## config.mk

```make
export PLATFORM = sky130hd
export DESIGN_NAME = fp32_to_int_converter
export DESIGN_NICKNAME = d
export VERILOG_FILES = /design/src/rtl/fp32_to_int_converter.sv
export SDC_FILE = /design/constraint.sdc
export NUM_CORES = 1
export LEC_CHECK = 0
export BUFFER_PORTS_ARGS = -buffer_cell sky130_fd_sc_hd__buf_2
export CAP_MARGIN = 20
export CORE_UTILIZATION = 25
export CTS_CLUSTER_SIZE = 12
export DETAILED_ROUTE_END_ITERATION = 16
export PLACE_DENSITY_LB_ADDON = 0.1
export SYNTH_ARGS = -nofsm -noshare
export SYNTH_HDL_FRONTEND = slang
export SYNTH_SLANG_ARGS = --single-unit
```

## constraint.sdc

```tcl
create_clock -name clk -period 5.2 [get_ports clk]
set_input_delay 0.52 -clock clk [delete_from_list [all_inputs] [get_ports clk]]
set_output_delay 0.52 -clock clk [all_outputs]
set_load 0.05 [all_outputs]
```

## src/rtl/fp32_to_int_converter.sv

```systemverilog
// fp32 -> int32/uint32 converter. Round toward zero, saturating.
// The significand is aligned by a 1-bit-per-cycle shifter. Flags report
// NaN/inf/out-of-range (invalid) and truncation loss (inexact).
module fp32_to_int_converter #(
  parameter int XLEN = 32
) (
  input  logic            clk,
  input  logic            rst,
  input  logic            in_valid,
  output logic            in_ready,
  input  logic [XLEN-1:0] in_fp,
  input  logic            in_signed,
  output logic            out_valid,
  input  logic            out_ready,
  output logic [XLEN-1:0] out_int,
  output logic            out_invalid,
  output logic            out_inexact
);

  localparam logic [2:0] S_IDLE     = 3'd0;
  localparam logic [2:0] S_CLASSIFY = 3'd1;
  localparam logic [2:0] S_SHIFT    = 3'd2;
  localparam logic [2:0] S_FINISH   = 3'd3;
  localparam logic [2:0] S_DONE     = 3'd4;

  logic [2:0]      state;
  logic [31:0]     op_fp;
  logic            op_signed;
  logic [31:0]     mag;
  logic [4:0]      cnt;
  logic            dir_left;
  logic            sticky;
  logic            ovf;      // exponent out of range before any shifting
  logic            is_nan;

  // Operand field decode; e is the unbiased exponent.
  logic            sign;
  logic [7:0]      exp_f;
  logic [22:0]     frac;
  logic signed [9:0] e;
  logic [4:0]      nd;

  assign sign  = op_fp[31];
  assign exp_f = op_fp[30:23];
  assign frac  = op_fp[22:0];
  assign e     = $signed({2'b00, exp_f}) - 10'sd127;
  assign nd    = (e >= 10'sd23) ? 5'(e - 10'sd23) : 5'(10'sd23 - e);

  assign in_ready = (state == S_IDLE);

  // Range check, sign application and saturation for the FINISH cycle.
  logic [31:0] res_val;
  logic        res_inv;

  always_comb begin
    res_val = mag;
    res_inv = 1'b0;
    if (op_signed) begin
      if (ovf) begin
        res_inv = 1'b1;
        res_val = (is_nan || !sign) ? 32'h7FFF_FFFF : 32'h8000_0000;
      end else if (!sign && mag > 32'h7FFF_FFFF) begin
        res_inv = 1'b1;
        res_val = 32'h7FFF_FFFF;
      end else if (sign && mag > 32'h8000_0000) begin
        res_inv = 1'b1;
        res_val = 32'h8000_0000;
      end else begin
        res_val = sign ? (~mag + 32'd1) : mag;
      end
    end else begin
      if (ovf) begin
        res_inv = 1'b1;
        res_val = (is_nan || !sign) ? 32'hFFFF_FFFF : 32'h0000_0000;
      end else if (sign && mag != 32'd0) begin
        res_inv = 1'b1;
        res_val = 32'h0000_0000;
      end else begin
        res_val = mag;
      end
    end
  end

  // Control FSM and datapath registers.
  always_ff @(posedge clk or posedge rst) begin
    if (rst) begin
      state       <= S_IDLE;
      op_fp       <= '0;
      op_signed   <= 1'b0;
      mag         <= '0;
      cnt         <= '0;
      dir_left    <= 1'b0;
      sticky      <= 1'b0;
      ovf         <= 1'b0;
      is_nan      <= 1'b0;
      out_valid   <= 1'b0;
      out_int     <= '0;
      out_invalid <= 1'b0;
      out_inexact <= 1'b0;
    end else begin
      case (state)
        S_IDLE: begin
          if (in_valid) begin
            op_fp     <= in_fp;
            op_signed <= in_signed;
            sticky    <= 1'b0;
            ovf       <= 1'b0;
            is_nan    <= 1'b0;
            dir_left  <= 1'b0;
            state     <= S_CLASSIFY;
          end
        end
        S_CLASSIFY: begin
          cnt <= '0;
          if (exp_f == 8'hFF || e >= 10'sd32) begin
            ovf    <= 1'b1;
            is_nan <= (exp_f == 8'hFF) && (frac != 23'd0);
            mag    <= '0;
            state  <= S_FINISH;
          end else if (e < 10'sd0) begin
            // |x| < 1: truncates to zero, inexact unless the operand is a zero
            mag    <= '0;
            sticky <= |op_fp[30:0];
            state  <= S_FINISH;
          end else begin
            mag      <= {8'd0, 1'b1, frac};
            dir_left <= (e >= 10'sd23);
            cnt      <= nd;
            state    <= (nd == 5'd0) ? S_FINISH : S_SHIFT;
          end
        end
        S_SHIFT: begin
          if (dir_left) begin
            mag <= mag << 1;
          end else begin
            mag    <= mag >> 1;
            sticky <= sticky | mag[0];
          end
          cnt <= cnt - 5'd1;
          if (cnt == 5'd1) state <= S_FINISH;
        end
        S_FINISH: begin
          out_int     <= res_val;
          out_invalid <= res_inv;
          out_inexact <= sticky & ~res_inv;
          state       <= S_DONE;
        end
        S_DONE: begin
          // out_valid rises one cycle after entering DONE, then holds for the consumer
          if (!out_valid) begin
            out_valid <= 1'b1;
          end else if (out_ready) begin
            out_valid <= 1'b0;
            state     <= S_IDLE;
          end
        end
        default: state <= S_IDLE;
      endcase
    end
  end

endmodule

```

==> tab_implementation.tex <==
\begin{tabular}{lr}
\hline
Metric & Value \\
\hline
\multicolumn{2}{l}{\textbf{Setup path}} \\
\quad Data required time at the worst endpoint & $\sim$5.5 ns \\
\quad RR Startpoint & mag[9] \\
\quad Largest fanout of any net on the critical path & 9 \\
\quad Worst path arrival time & roughly 3.0 ns \\
\quad Critical Path Start Type & flip-flop \\
\quad Timing startpoint of the critical path & mag[9] \\
\quad CP endpoint kind & flip-flop \\
\quad Critical path type & flip-flop to flip-flop \\
\multicolumn{2}{l}{\textbf{Clock network}} \\
\quad Worst-skew pair later-pin latency & 0.36 ns \\
\quad CTS sink count & about 110 \\
\quad Clock tree from TritonCTS & yes \\
\quad Post-CTS resize count & 0 \\
\quad Clock transition time at the flip-flop clock pins of the worst setup and hold paths & around 0.080 ns \\
\quad Post-CTS Hold Fix Bufs & 0 \\
\quad Post-CTS Setup Repair Bufs & 0 \\
\quad Number of buffers between clock root and the deepest sink & 2 \\
\quad CTS H-tree depth & 3 \\
\quad Clock tree root driver cell & sky130\_fd\_sc\_hd\_\_clkbuf\_16 \\
\quad Number of buffers inserted during clock tree synthesis & 9 \\
\multicolumn{2}{l}{\textbf{Die}} \\
\quad Count of pins on the block boundary & 73 \\
\quad Die boundary height & about 170 um \\
\quad Area of the placeable core & 0.02606 mm\^{}2 \\
\quad Die area & roughly 0.027 mm\^{}2 \\
\quad Row count & 59 \\
\quad Die Width & roughly 170 um \\
\quad Starting density of the core & 25.50\% \\
\multicolumn{2}{l}{\textbf{Yosys}} \\
\quad Syn Inst Count & $\sim$730 \\
\quad Largest area contributor in the synthesized netlist & sky130\_fd\_sc\_hd\_\_dfrtp\_1 \\
\quad Synth Area per Inst & about 9.1 um\^{}2 \\
\quad Cell area after technology mapping & between 0.006 and 0.007 mm\^{}2 \\
\quad Top-area cell type share of the netlist area & 42.18\% \\
\quad Share of async-settable or async-resettable flops after synthesis & between 90\% and 100\% \\
\quad Number of synthesized flops with an enable pin & 0 \\
\quad Post-synthesis sequential area ratio & a little over two fifths \\
\quad Most area-consuming cells after synthesis & sky130\_fd\_sc\_hd\_\_dfrtp\_1 42\%, sky130\_fd\_sc\_hd\_\_mux2\_2 5.1\%, sky130\_fd\_sc\_hd\_\_nand2\_1 4.0\%, sky130\_fd\_sc\_hd\_\_nor2\_1 3.8\%, sky130\_fd\_sc\_hd\_\_a211oi\_1 3.1\% \\
\quad Yosys reg bits & around 110 \\
\quad Number of synthesis warnings & 0 \\
\quad Number of nets in the synthesized netlist & 781 \\
\quad Main synth FF type & sky130\_fd\_sc\_hd\_\_dfrtp\_1 \\
\quad Synth unique cells & 69 \\
\multicolumn{2}{l}{\textbf{Routing}} \\
\quad Starting DRT DRC Count & just over 300 \\
\quad Uppermost metal layer occupied by signal nets & met4 \\
\quad Vias per cell & a little over 5 \\
\quad Drt drc & 0 \\
\quad Routed met1 length & between 10000 and 15000 um \\
\quad Vias post-DR & 5633 \\
\quad Length of routed met2 wiring & approximately 8600 um \\
\quad Total met3 wirelength after detailed routing & roughly 720 um \\
\quad Total iterations of the first detailed-routing run & 4 \\
\quad Post-DRT Antenna Nets & 0 \\
\quad Average wire per cell in the routed design & about 18 um \\
\quad Total length of routed wires & around 20000 um \\
\multicolumn{2}{l}{\textbf{Hold path}} \\
\quad Worst min path class & input pin to flip-flop \\
\quad Source of the worst hold timing path & in\_fp[23] \\
\multicolumn{2}{l}{\textbf{Cells and area}} \\
\quad Layout Area Growth over Synthesis & 13.10\% \\
\quad Count of antenna diodes in the layout & 0 \\
\quad Net count of the finished layout & $\sim$810 \\
\quad Final standard cell area without fillers & 0.007516 mm\^{}2 \\
\quad Final core utilization & 28.84\% \\
\quad Layout fillers & around 2800 \\
\quad Fraction of final layout cells with drive strength greater than 1 & approximately a fifth \\
\multicolumn{2}{l}{\textbf{Power}} \\
\quad Pwr Density & 701.3 mW/mm\^{}2 \\
\quad Worst ir drop on vdd & around 0.00027 V \\
\quad Total leakage power & slightly above 3 nW \\
\quad Total power & around 5.3 mW \\
\multicolumn{2}{l}{\textbf{Global routing}} \\
\quad Pin count of the biggest net entering global routing & 74 \\
\quad Antenna violations before repair & 0 \\
\quad Grt total ovfl & 0 \\
\quad Vias in the first global route & between 5000 and 6000 \\
\quad All-layer global routing usage & between 10\% and 20\% \\
\quad First-pass GRT wire length & approximately 32000 um \\
\multicolumn{2}{l}{\textbf{STA}} \\
\quad Max Fclk & $\sim$0.37 GHz \\
\quad Max-slew headroom at the worst pin & between 30\% and 40\% \\
\quad Endpoints failing hold & 0 \\
\quad Post-Route Skew & 0.008227 ns \\
\quad Final setup vio count & 0 \\
\quad Hold Worst Slack & approximately 0.36 ns \\
\quad Minimum period implied by the final worst setup slack & 2.726 ns \\
\quad Fraction of the cycle the final worst path needs & between 50\% and 60\% \\
\quad Worst-Margin Slew & roughly 1 ns \\
\quad Sum of negative setup slack & 0 ns \\
\quad Number of pins exceeding their max-slew limit in the final report & 0 \\
\quad Unrepaired setup endpoints after global routing & no \\
\multicolumn{2}{l}{\textbf{Status}} \\
\quad Outcome & finished clean \\
\multicolumn{2}{l}{\textbf{Flow run}} \\
\quad Max-cap violations & 0 \\
\multicolumn{2}{l}{\textbf{Placed design}} \\
\quad Placer Congestion & approximately 0.80 \\
\quad Post-place instance area & 0.007217 mm\^{}2 \\
\quad Estimated wirelength of the detail-placed design & $\sim$14000 um \\
\quad IO buf count & between 70 and 80 \\
\hline
\end{tabular}
Yosys cell counts (4+ instances only):
library cell / number
sky130_fd_sc_hd__nor3b_1: 5
sky130_fd_sc_hd__dfrtp_1: 112
sky130_fd_sc_hd__o31ai_1: 7
sky130_fd_sc_hd__o21ai_0: 33
sky130_fd_sc_hd__nor4_1: 13
sky130_fd_sc_hd__o22ai_1: 13
sky130_fd_sc_hd__buf_1: 5
sky130_fd_sc_hd__nand3b_1: 4
sky130_fd_sc_hd__inv_1: 18
sky130_fd_sc_hd__a31oi_1: 32
sky130_fd_sc_hd__xnor2_1: 9
sky130_fd_sc_hd__buf_6: 4
sky130_fd_sc_hd__a2111o_1: 4
sky130_fd_sc_hd__clkbuf_1: 48
sky130_fd_sc_hd__buf_2: 6
sky130_fd_sc_hd__and2_1: 22
sky130_fd_sc_hd__nor2_1: 68
sky130_fd_sc_hd__a211oi_1: 27
sky130_fd_sc_hd__mux2i_1: 19
sky130_fd_sc_hd__o221ai_1: 4
sky130_fd_sc_hd__nand2b_1: 7
sky130_fd_sc_hd__nand4_1: 5
sky130_fd_sc_hd__or3_1: 4
sky130_fd_sc_hd__xor2_1: 9
sky130_fd_sc_hd__ha_1: 10
sky130_fd_sc_hd__mux2_2: 30
sky130_fd_sc_hd__a21oi_1: 25
sky130_fd_sc_hd__nor3_1: 23
sky130_fd_sc_hd__nand2_1: 70
sky130_fd_sc_hd__nand3_1: 34
sky130_fd_sc_hd__a211oi_2: 5
flip-flops by register name, indices dropped and copies added (netlist names):
name and flops:
mag 32, op_fp 32, out_int 32, cnt 5, state 3, dir_left 1, is_nan 1, op_signed 1
out_inexact 1, out_invalid 1, out_valid 1, ovf 1, sticky 1
power breakdown:
| group | switching, mW | internal (mW) |
|---|---|---|
| logic | 1.78 | 0.964 |
| registers | 0.514 | 1.29 |
| clock network | 0.341 | 0.387 |
per-stage QoR:
step	instances	setup slack, ns
final	1101	2.474
after global routing	1101	2.274
after CTS	1101	2.460
after detailed placement	1085	2.475
after global placement	1085	2.523
after floorplan	734	1.721
final cells by class:
class	instances	area, um^2	share of cell area [%]
tap	335	419.2	5.577
sequential	112	2803	37.29
clock buffer	11	242.7	3.230
clock inverter	5	56.30	0.7491
inverter	19	73.82	0.9822
multi-input combinational	539	3501	46.58
timing repair buffer	80	420.4	5.593
worst max-delay path, stage by stage (launching register included):
cell                       delay, ns
sky130_fd_sc_hd__dfrtp_1        0.49
sky130_fd_sc_hd__or4_4          0.62
sky130_fd_sc_hd__or4_4          0.59
sky130_fd_sc_hd__nor4_2         0.30
sky130_fd_sc_hd__xor2_1         0.10
sky130_fd_sc_hd__a2111o_1       0.41
sky130_fd_sc_hd__a21oi_1        0.14
cell usage in the layout, fill, tap and decap left out, types with 17 or more instances in the layout:
cell / instances
sky130_fd_sc_hd__mux2i_1: 19
sky130_fd_sc_hd__a21oi_1: 25
sky130_fd_sc_hd__o21ai_0: 33
sky130_fd_sc_hd__nand2_1: 70
sky130_fd_sc_hd__a211oi_1: 27
sky130_fd_sc_hd__inv_1: 17
sky130_fd_sc_hd__a31oi_1: 32
sky130_fd_sc_hd__nand3_1: 34
sky130_fd_sc_hd__buf_2: 72
sky130_fd_sc_hd__nor3_1: 23
sky130_fd_sc_hd__dfrtp_1: 112
sky130_fd_sc_hd__mux2_2: 30
sky130_fd_sc_hd__nor2_1: 68
sky130_fd_sc_hd__and2_1: 21
cell families (layout without fill, tap and decap cells):
logic type	after synthesis	count (layout)	share of synthesized area, %
compound gates	181	181	18.72
xor+xnor	18	18	2.373
fa+ha+maj	10	10	1.883
buf+inv	83	115	5.310
flops	112	112	42.18
mux	49	49	7.946
simple gates	281	281	21.60
routing by layer:
| layer | track usage, % | up-vias |
|---|---|---|
| met5 | 0 | - |
| met4 | 4.045 | 0 |
| met3 | 2.461 | 21 |
| met2 | 22.48 | 119 |
| met1 | 22.97 | 2772 |
| li1 | - | 2721 |
path summary, 6_finish.rpt:
check | end | slack [ns] | cells after the start
worst min-delay path | op_fp[23] | 0.36 | 3
worst max-delay path | out_int[25] | 2.47 | 6
worst min register to register | out_invalid | 0.49 | 2
max in group asynchronous | mag[19] | 3.72 | 3
worst max register to register | out_int[25] | 2.47 | 6
min in group asynchronous | mag[8] | 0.37 | 2
Note: power is estimated with default switching activity, not from simulation.
